### src/rtl/store_rs_pkg.sv
// Shared types and constants for the store reservation station.
// Entry control state lives here; payload widths follow the instantiating module.
package store_rs_pkg;

    localparam logic [5:0]  TagNoneDefault = 6'd16;
    localparam logic [6:0]  SwOp           = 7'b0100011;
    localparam int unsigned MaxAgeW        = 4;

    // Age 0 is the oldest busy entry; ages of busy entries are always unique.
    typedef struct packed {
        logic               busy;
        logic [MaxAgeW-1:0] age;
    } rs_ctrl_t;

endpackage

### src/rtl/rs_cdb_match.sv
// Matches one waiting operand against every CDB port and captures its data.
// The lowest-numbered port wins when several carry the same tag.
module rs_cdb_match #(
    parameter int unsigned      XLEN      = 32,
    parameter int unsigned      TAG_W     = 6,
    parameter int unsigned      CDB_PORTS = 2,
    parameter logic [TAG_W-1:0] TAG_NONE  = TAG_W'(16)
) (
    input  logic [TAG_W-1:0]           q_i,
    input  logic [XLEN-1:0]            data_i,
    input  logic [CDB_PORTS-1:0]       cdb_valid_i,
    input  logic [CDB_PORTS*TAG_W-1:0] cdb_tag_i,
    input  logic [CDB_PORTS*XLEN-1:0]  cdb_data_i,
    output logic [TAG_W-1:0]           q_o,
    output logic [XLEN-1:0]            data_o
);

    logic hit;

    always_comb begin
        hit    = 1'b0;
        q_o    = q_i;
        data_o = data_i;
        if (q_i != TAG_NONE) begin
            for (int unsigned p = 0; p < CDB_PORTS; p++) begin
                if (!hit && cdb_valid_i[p] && (cdb_tag_i[p*TAG_W +: TAG_W] == q_i)) begin
                    hit    = 1'b1;
                    q_o    = TAG_NONE;
                    data_o = cdb_data_i[p*XLEN +: XLEN];
                end
            end
        end
    end

endmodule

### src/rtl/store_rs_param.sv
// Parametrised store reservation station: buffers stores, wakes operands from the CDB
// and issues (value, base+offset, rob) through a registered valid/ready output.
module store_rs_param
    import store_rs_pkg::*;
#(
    parameter int unsigned      DEPTH     = 4,
    parameter int unsigned      XLEN      = 32,
    parameter int unsigned      TAG_W     = 6,
    parameter int unsigned      CDB_PORTS = 2,
    parameter logic [TAG_W-1:0] TAG_NONE  = TAG_W'(TagNoneDefault),
    parameter bit               IN_ORDER  = 1'b1
) (
    input  logic                         clock,
    input  logic                         reset,
    input  logic                         flush,
    input  logic                         disp_valid,
    output logic                         disp_ready,
    input  logic [XLEN-1:0]              disp_data,
    input  logic [TAG_W-1:0]             disp_q_data,
    input  logic [XLEN-1:0]              disp_base,
    input  logic [TAG_W-1:0]             disp_q_base,
    input  logic [XLEN-1:0]              disp_offset,
    input  logic [TAG_W-1:0]             disp_rob,
    input  logic [CDB_PORTS-1:0]         cdb_valid,
    input  logic [CDB_PORTS*TAG_W-1:0]   cdb_tag,
    input  logic [CDB_PORTS*XLEN-1:0]    cdb_data,
    output logic                         issue_valid,
    input  logic                         issue_ready,
    output logic [XLEN-1:0]              issue_data,
    output logic [XLEN-1:0]              issue_addr,
    output logic [TAG_W-1:0]             issue_rob,
    output logic [$clog2(DEPTH+1)-1:0]   count
);

    localparam int unsigned CNT_W = $clog2(DEPTH + 1);
    localparam int unsigned IDX_W = $clog2(DEPTH);
    localparam int unsigned AGE_W = MaxAgeW;

    rs_ctrl_t         ctrl_q   [DEPTH];
    rs_ctrl_t         ctrl_d   [DEPTH];
    logic [XLEN-1:0]  value_q  [DEPTH];
    logic [XLEN-1:0]  value_d  [DEPTH];
    logic [TAG_W-1:0] qv_q     [DEPTH];
    logic [TAG_W-1:0] qv_d     [DEPTH];
    logic [XLEN-1:0]  base_q   [DEPTH];
    logic [XLEN-1:0]  base_d   [DEPTH];
    logic [TAG_W-1:0] qb_q     [DEPTH];
    logic [TAG_W-1:0] qb_d     [DEPTH];
    logic [XLEN-1:0]  offset_q [DEPTH];
    logic [XLEN-1:0]  offset_d [DEPTH];
    logic [TAG_W-1:0] rob_q    [DEPTH];
    logic [TAG_W-1:0] rob_d    [DEPTH];

    logic [XLEN-1:0]  value_wk [DEPTH];
    logic [TAG_W-1:0] qv_wk    [DEPTH];
    logic [XLEN-1:0]  base_wk  [DEPTH];
    logic [TAG_W-1:0] qb_wk    [DEPTH];
    logic [DEPTH-1:0] entry_ready;

    logic [XLEN-1:0]  disp_value_cap, disp_base_cap;
    logic [TAG_W-1:0] disp_qv_cap, disp_qb_cap;

    logic [CNT_W-1:0] count_q, count_d;
    logic             issue_valid_q, issue_valid_d;
    logic [XLEN-1:0]  issue_data_q, issue_data_d;
    logic [XLEN-1:0]  issue_addr_q, issue_addr_d;
    logic [TAG_W-1:0] issue_rob_q, issue_rob_d;

    logic             cand_found, free_found, issue_load, do_disp;
    logic [IDX_W-1:0] cand_idx, free_idx;
    logic [AGE_W-1:0] cand_age, new_age;

    for (genvar i = 0; i < DEPTH; i++) begin : g_entry
        rs_cdb_match #(
            .XLEN(XLEN), .TAG_W(TAG_W), .CDB_PORTS(CDB_PORTS), .TAG_NONE(TAG_NONE)
        ) u_match_value (
            .q_i(qv_q[i]), .data_i(value_q[i]), .cdb_valid_i(cdb_valid),
            .cdb_tag_i(cdb_tag), .cdb_data_i(cdb_data), .q_o(qv_wk[i]), .data_o(value_wk[i])
        );
        rs_cdb_match #(
            .XLEN(XLEN), .TAG_W(TAG_W), .CDB_PORTS(CDB_PORTS), .TAG_NONE(TAG_NONE)
        ) u_match_base (
            .q_i(qb_q[i]), .data_i(base_q[i]), .cdb_valid_i(cdb_valid),
            .cdb_tag_i(cdb_tag), .cdb_data_i(cdb_data), .q_o(qb_wk[i]), .data_o(base_wk[i])
        );
        assign entry_ready[i] = ctrl_q[i].busy && (qv_q[i] == TAG_NONE) && (qb_q[i] == TAG_NONE);
    end

    rs_cdb_match #(
        .XLEN(XLEN), .TAG_W(TAG_W), .CDB_PORTS(CDB_PORTS), .TAG_NONE(TAG_NONE)
    ) u_disp_value (
        .q_i(disp_q_data), .data_i(disp_data), .cdb_valid_i(cdb_valid),
        .cdb_tag_i(cdb_tag), .cdb_data_i(cdb_data), .q_o(disp_qv_cap), .data_o(disp_value_cap)
    );

    rs_cdb_match #(
        .XLEN(XLEN), .TAG_W(TAG_W), .CDB_PORTS(CDB_PORTS), .TAG_NONE(TAG_NONE)
    ) u_disp_base (
        .q_i(disp_q_base), .data_i(disp_base), .cdb_valid_i(cdb_valid),
        .cdb_tag_i(cdb_tag), .cdb_data_i(cdb_data), .q_o(disp_qb_cap), .data_o(disp_base_cap)
    );

    // Candidate selection and lowest free slot.
    always_comb begin
        cand_found = 1'b0;
        cand_idx   = '0;
        cand_age   = '0;
        free_found = 1'b0;
        free_idx   = '0;
        for (int unsigned i = 0; i < DEPTH; i++) begin
            if (IN_ORDER) begin
                if (entry_ready[i] && (ctrl_q[i].age == '0)) begin
                    cand_found = 1'b1;
                    cand_idx   = IDX_W'(i);
                    cand_age   = '0;
                end
            end else if (entry_ready[i] && (!cand_found || (ctrl_q[i].age < cand_age))) begin
                cand_found = 1'b1;
                cand_idx   = IDX_W'(i);
                cand_age   = ctrl_q[i].age;
            end
            if (!free_found && !ctrl_q[i].busy) begin
                free_found = 1'b1;
                free_idx   = IDX_W'(i);
            end
        end
    end

    assign disp_ready = (count_q < CNT_W'(DEPTH));
    assign do_disp    = disp_valid && disp_ready && free_found && !flush;
    assign issue_load = cand_found && (!issue_valid_q || issue_ready);
    // The new entry sits behind everything still present after this cycle's free.
    assign new_age    = issue_load ? AGE_W'(count_q - 1'b1) : AGE_W'(count_q);

    always_comb begin
        for (int unsigned i = 0; i < DEPTH; i++) begin
            ctrl_d[i]   = ctrl_q[i];
            value_d[i]  = value_wk[i];
            qv_d[i]     = qv_wk[i];
            base_d[i]   = base_wk[i];
            qb_d[i]     = qb_wk[i];
            offset_d[i] = offset_q[i];
            rob_d[i]    = rob_q[i];
            if (issue_load && ctrl_q[i].busy && (ctrl_q[i].age > cand_age)) begin
                ctrl_d[i].age = ctrl_q[i].age - 1'b1;
            end
            if (issue_load && (cand_idx == IDX_W'(i))) begin
                ctrl_d[i].busy = 1'b0;
            end
            if (do_disp && (free_idx == IDX_W'(i))) begin
                ctrl_d[i].busy = 1'b1;
                ctrl_d[i].age  = new_age;
                value_d[i]     = disp_value_cap;
                qv_d[i]        = disp_qv_cap;
                base_d[i]      = disp_base_cap;
                qb_d[i]        = disp_qb_cap;
                offset_d[i]    = disp_offset;
                rob_d[i]       = disp_rob;
            end
            if (flush) begin
                ctrl_d[i].busy = 1'b0;
            end
        end
    end

    always_comb begin
        count_d       = count_q + CNT_W'(do_disp) - CNT_W'(issue_load);
        issue_valid_d = issue_valid_q;
        issue_data_d  = issue_data_q;
        issue_addr_d  = issue_addr_q;
        issue_rob_d   = issue_rob_q;
        if (issue_load) begin
            issue_valid_d = 1'b1;
            issue_data_d  = value_q[cand_idx];
            issue_addr_d  = base_q[cand_idx] + offset_q[cand_idx];
            issue_rob_d   = rob_q[cand_idx];
        end else if (issue_ready) begin
            issue_valid_d = 1'b0;
        end
        if (flush) begin
            count_d       = '0;
            issue_valid_d = 1'b0;
        end
    end

    always_ff @(posedge clock or negedge reset) begin
        if (!reset) begin
            for (int unsigned i = 0; i < DEPTH; i++) begin
                ctrl_q[i]   <= '0;
                value_q[i]  <= '0;
                qv_q[i]     <= TAG_NONE;
                base_q[i]   <= '0;
                qb_q[i]     <= TAG_NONE;
                offset_q[i] <= '0;
                rob_q[i]    <= '0;
            end
            count_q       <= '0;
            issue_valid_q <= 1'b0;
            issue_data_q  <= '0;
            issue_addr_q  <= '0;
            issue_rob_q   <= TAG_NONE;
        end else begin
            for (int unsigned i = 0; i < DEPTH; i++) begin
                ctrl_q[i]   <= ctrl_d[i];
                value_q[i]  <= value_d[i];
                qv_q[i]     <= qv_d[i];
                base_q[i]   <= base_d[i];
                qb_q[i]     <= qb_d[i];
                offset_q[i] <= offset_d[i];
                rob_q[i]    <= rob_d[i];
            end
            count_q       <= count_d;
            issue_valid_q <= issue_valid_d;
            issue_data_q  <= issue_data_d;
            issue_addr_q  <= issue_addr_d;
            issue_rob_q   <= issue_rob_d;
        end
    end

    assign count       = count_q;
    assign issue_valid = issue_valid_q;
    assign issue_data  = issue_data_q;
    assign issue_addr  = issue_addr_q;
    assign issue_rob   = issue_rob_q;

endmodule

### config.mk
export PLATFORM = sky130hd
export DESIGN_NAME = store_rs_param
export DESIGN_NICKNAME = d
export VERILOG_FILES = /design/src/rtl/store_rs_pkg.sv /design/src/rtl/rs_cdb_match.sv /design/src/rtl/store_rs_param.sv
export SDC_FILE = /design/constraint.sdc
export NUM_CORES = 2
export LEC_CHECK = 0
export ABC_AREA = 0
export CAP_MARGIN = 20
export CORE_MARGIN = 10
export CORE_UTILIZATION = 45
export CTS_CLUSTER_SIZE = 30
export DETAILED_ROUTE_END_ITERATION = 10
export HOLD_SLACK_MARGIN = 0.08
export SLEW_MARGIN = 25
export SYNTH_ARGS = -nofsm -noshare
export SYNTH_HDL_FRONTEND = slang
export SYNTH_HIERARCHICAL = 1
export SYNTH_SLANG_ARGS = --single-unit
### constraint.sdc
create_clock -name clock -period 5.65 [get_ports clock]
set_input_delay 1.695 -clock clock [delete_from_list [all_inputs] [get_ports clock]]
set_output_delay 1.695 -clock clock [all_outputs]
set_load 0.01 [all_outputs]
==> results.toml <==
[run_status]
status = "completed"

[clocking]
post_cts_resized = 0
postCtsSetupBuffers = 0
clk_pin_slew_ps = 60
clockRootBuffer = "clkbuf_16"
h-tree-depth = 3
cts_tree = "done"
insertion_delay_ps = 620
cts_made_buffers = 67
cts_sinks = 550
clock_path_buffers = 3
hold_buffers = 0

[global_route]
grt_overflow = 0
grt_pass1_vias = 31500
grt_antenna_before_repair = 4
gr-usage-all-layers = 0.276
grt_max_degree = 101
grt_pass1_wl_mm = 202

[critical_path]
slowest_delay_ps = 790
arrival_ps = 5900
critical_path.slowest_cell = "nor4_1"
cp.required_ps = 6190
start_kind = "flip-flop"
worstPathCellList = "nor4_1 > nand3_1 > or2_4 > buf_4 > nand3_1 > o21ai_0 > o21ai_0 > ha_1 > a21o_1 > a2111oi_0 > o21ai_1 > a32o_1 > a31oi_1 > o311ai_1 > xor2_1 > o21ai_1"
critPathKind = "flip-flop to flip-flop"
r2r-start = "qv_q[6]$_DFF_PN0_"
timing.rr.end = "issue_addr[31]$_DFFE_PN0P_"
cp_max_fo = 45
cp_top_family = "compound AO/OA/AOI/OAI gates"
path_buf_inv = 1
reg2reg_depth = 16
rrSetupSlack_ps = 290
cp-startpoint = "qv_q[6]$_DFF_PN0_"
endpoint_kind = "flip-flop"

[yosys]
synthCells = 3978
dominantRegCellSynth = "dfrtp_1"
synth_edf_count = 0
async_flop_share = 1.00
yosysSeqAreaShare = 0.378
synth_fp_nets = 4220
ys_types = 82
syn_area_mm2 = 0.0364
yosysWarnings = 6
avgSynthCellArea_um2 = 9.15
ys_seq_elements = 550

[power]
powerDensity_mw_per_mm2 = 426
p_leak_nw = 18.7
peakVddDrop_mv = 0.267

[timing]
rsz0062_at_grt = "no"
fmax_mhz = 186
fin_worst_skew_ps = 27.2
hold_ws_ps = 462
period_minus_slack_ps = 5360
setup_viol = 0
worstMarginPinSlew_ps = 968
fin_crit_sh = 0.949
finalHoldViolations = 0
setup-tns-final_ps = 0
finalMaxSlewViolations = 0
slew_headroom = 0.353
fin_ws_ps = 286

[hold_path]
hold_class = "flip-flop to flip-flop"
holdPathEnd = "issue_rob[4]$_DFFE_PN1P_"
hp-start = "issue_rob[4]$_DFFE_PN1P_"
hold_depth = 2

[placement]
dp_hpwl_mm = 83.4
dp.cells = 5097
postPlaceCellArea_mm2 = 0.0399
pre_cts_ws_ps = 512
gp_congestion = 0.877
io_buffers = 271

[final_layout]
final_common_cell = "nand2_1"
num-fill-cells = 7465
multi_input_area_mm2 = 0.0210
seq_area_mm2 = 0.0138
area_growth_pct = 15.5
final_cell_mix = "nand2_1, dfrtp_1, a2bb2oi_2"
drive_gt1_frac = 0.194
nets = 4348
final_cell_area_mm2 = 0.0420
final_cells = 5214

[drt]
drc = 0
wirelength_mm = 134
wire_per_inst_um = 25.6
viasPerCell = 6.08
antenna_left = 0
drt_iter0_drc = 3034
firstDrtPassIters = 5
num_vias = 31700

[die]
die_h_um = 304
dieArea_mm2 = 0.0927
initial_utilization = 0.453
die_w_um = 304
coreArea_mm2 = 0.0804
boundaryPins = 272
rows = 104

[flow_run]
drv_cap = 0
==> Yosys cell counts, types with 5 or more instances <==
| library cell | number | area, um^2 |
|---|---|---|
| nand2_1 | 1327 | 4980 |
| dfrtp_1 | 541 | 13500 |
| a2bb2oi_2 | 300 | 4500 |
| o22ai_1 | 222 | 1390 |
| clkbuf_1 | 162 | 608 |
| o21ai_0 | 151 | 756 |
| mux2_2 | 116 | 1310 |
| xnor2_1 | 110 | 963 |
| o22ai_2 | 100 | 1250 |
| nand3_1 | 89 | 445 |
| nor2_1 | 71 | 267 |
| a21oi_1 | 70 | 350 |
| and3_1 | 60 | 375 |
| buf_2 | 60 | 300 |
| buf_6 | 60 | 676 |
| o21ai_1 | 53 | 265 |
| xor2_1 | 49 | 429 |
| mux2i_1 | 44 | 440 |
| ha_1 | 43 | 538 |
| a211oi_1 | 41 | 308 |
| inv_1 | 29 | 109 |
| buf_1 | 16 | 60.1 |
| and4_1 | 15 | 131 |
| nand4_1 | 15 | 93.8 |
| nor3_1 | 13 | 65.1 |
| a21o_1 | 12 | 90.1 |
| a21boi_4 | 10 | 188 |
| a2bb2oi_1 | 10 | 87.6 |
| nand2_2 | 10 | 62.6 |
| nand3b_1 | 10 | 75.1 |
| nor3_4 | 10 | 163 |
| nor4b_1 | 10 | 87.6 |
| o211ai_2 | 10 | 125 |
| o2bb2a_1 | 10 | 100 |
| or2_4 | 10 | 87.6 |
| dfstp_2 | 9 | 236 |
| nor3b_1 | 9 | 67.6 |
| nor4_1 | 9 | 56.3 |
| o21bai_1 | 8 | 60.1 |
| a31oi_1 | 5 | 31.3 |
==> report_power, final <==
group / internal [W] / leakage (nW) / switching (W)
logic: 0.00342 / 10.7 / 0.00363
clock network: 0.00256 / 1.07 / 0.00177
registers: 0.00537 / 6.93 / 0.00113
total: 0.0114 / 18.7 / 0.00653
==> worst max path at each step <==
| stage | to | slack [ps] | cells after the start |
|---|---|---|---|
| after floorplan | issue_addr[30]$_DFFE_PN0P_ | 1350 | 22 |
| after global placement | issue_addr[31]$_DFFE_PN0P_ | 630 | 16 |
| after detailed placement | issue_addr[31]$_DFFE_PN0P_ | 510 | 16 |
| after CTS | issue_addr[31]$_DFFE_PN0P_ | 470 | 16 |
| after global routing | issue_addr[31]$_DFFE_PN0P_ | 240 | 16 |
| final | issue_addr[31]$_DFFE_PN0P_ | 290 | 16 |
==> tightest hold or removal path, stage by stage (launching register included) <==
cell	delay (ps)
dfstp_2	370
nand2_1	40
o21ai_1	50
==> sequential cells by signal, summed over array words and instances, names as in the netlist <==
signal       flops
qb_q            24
base_q         128
offset_q       128
issue_rob        6
issue_addr      32
value_q        128
rob_q           24
ctrl_q          20
count            3
issue_valid      1
qv_q            24
issue_data      32
==> per-stage QoR <==
| stage | util | power [W] |
|---|---|---|
| 5_1_grt | 0.523 | 0.0189 |
| 4_1_cts | 0.523 | 0.0178 |
| 2_1_floorplan | - | 0.0114 |
| 3_5_place_dp | 0.496 | 0.0135 |
| 3_3_place_gp | 0.496 | 0.0133 |
| 6_report | 0.523 | 0.0179 |
==> logic make-up after synthesis <==
family | after synthesis | share of synthesized area
buffers and inverters | 329 | 0.0486
AO/OA/AOI/OAI | 1044 | 0.272
adder cells (fa/ha/maj) | 45 | 0.0159
XOR/XNOR | 159 | 0.0382
flip-flops | 550 | 0.378
multiplexers | 161 | 0.0483
AND/OR/NAND/NOR | 1690 | 0.199
==> final cells by class <==
class / instances / area share
clock buffer: 105 / 0.0493
tap: 1060 / 0.0315
inverter: 29 / 0.00259
multi-input combinational: 3099 / 0.499
antenna: 1 / 0.0000595
timing repair buffer: 359 / 0.0878
clock inverter: 11 / 0.00205
sequential: 550 / 0.328
==> metal layers <==
metal,wire length [um],vias up,global-route usage
met1,58400,15500,0.372
met4,4100,6,0.0925
met5,44,-,0
li1,-,14400,-
met2,60400,1492,0.440
met3,10500,308,0.0517
(Power assumes the default switching activity.)
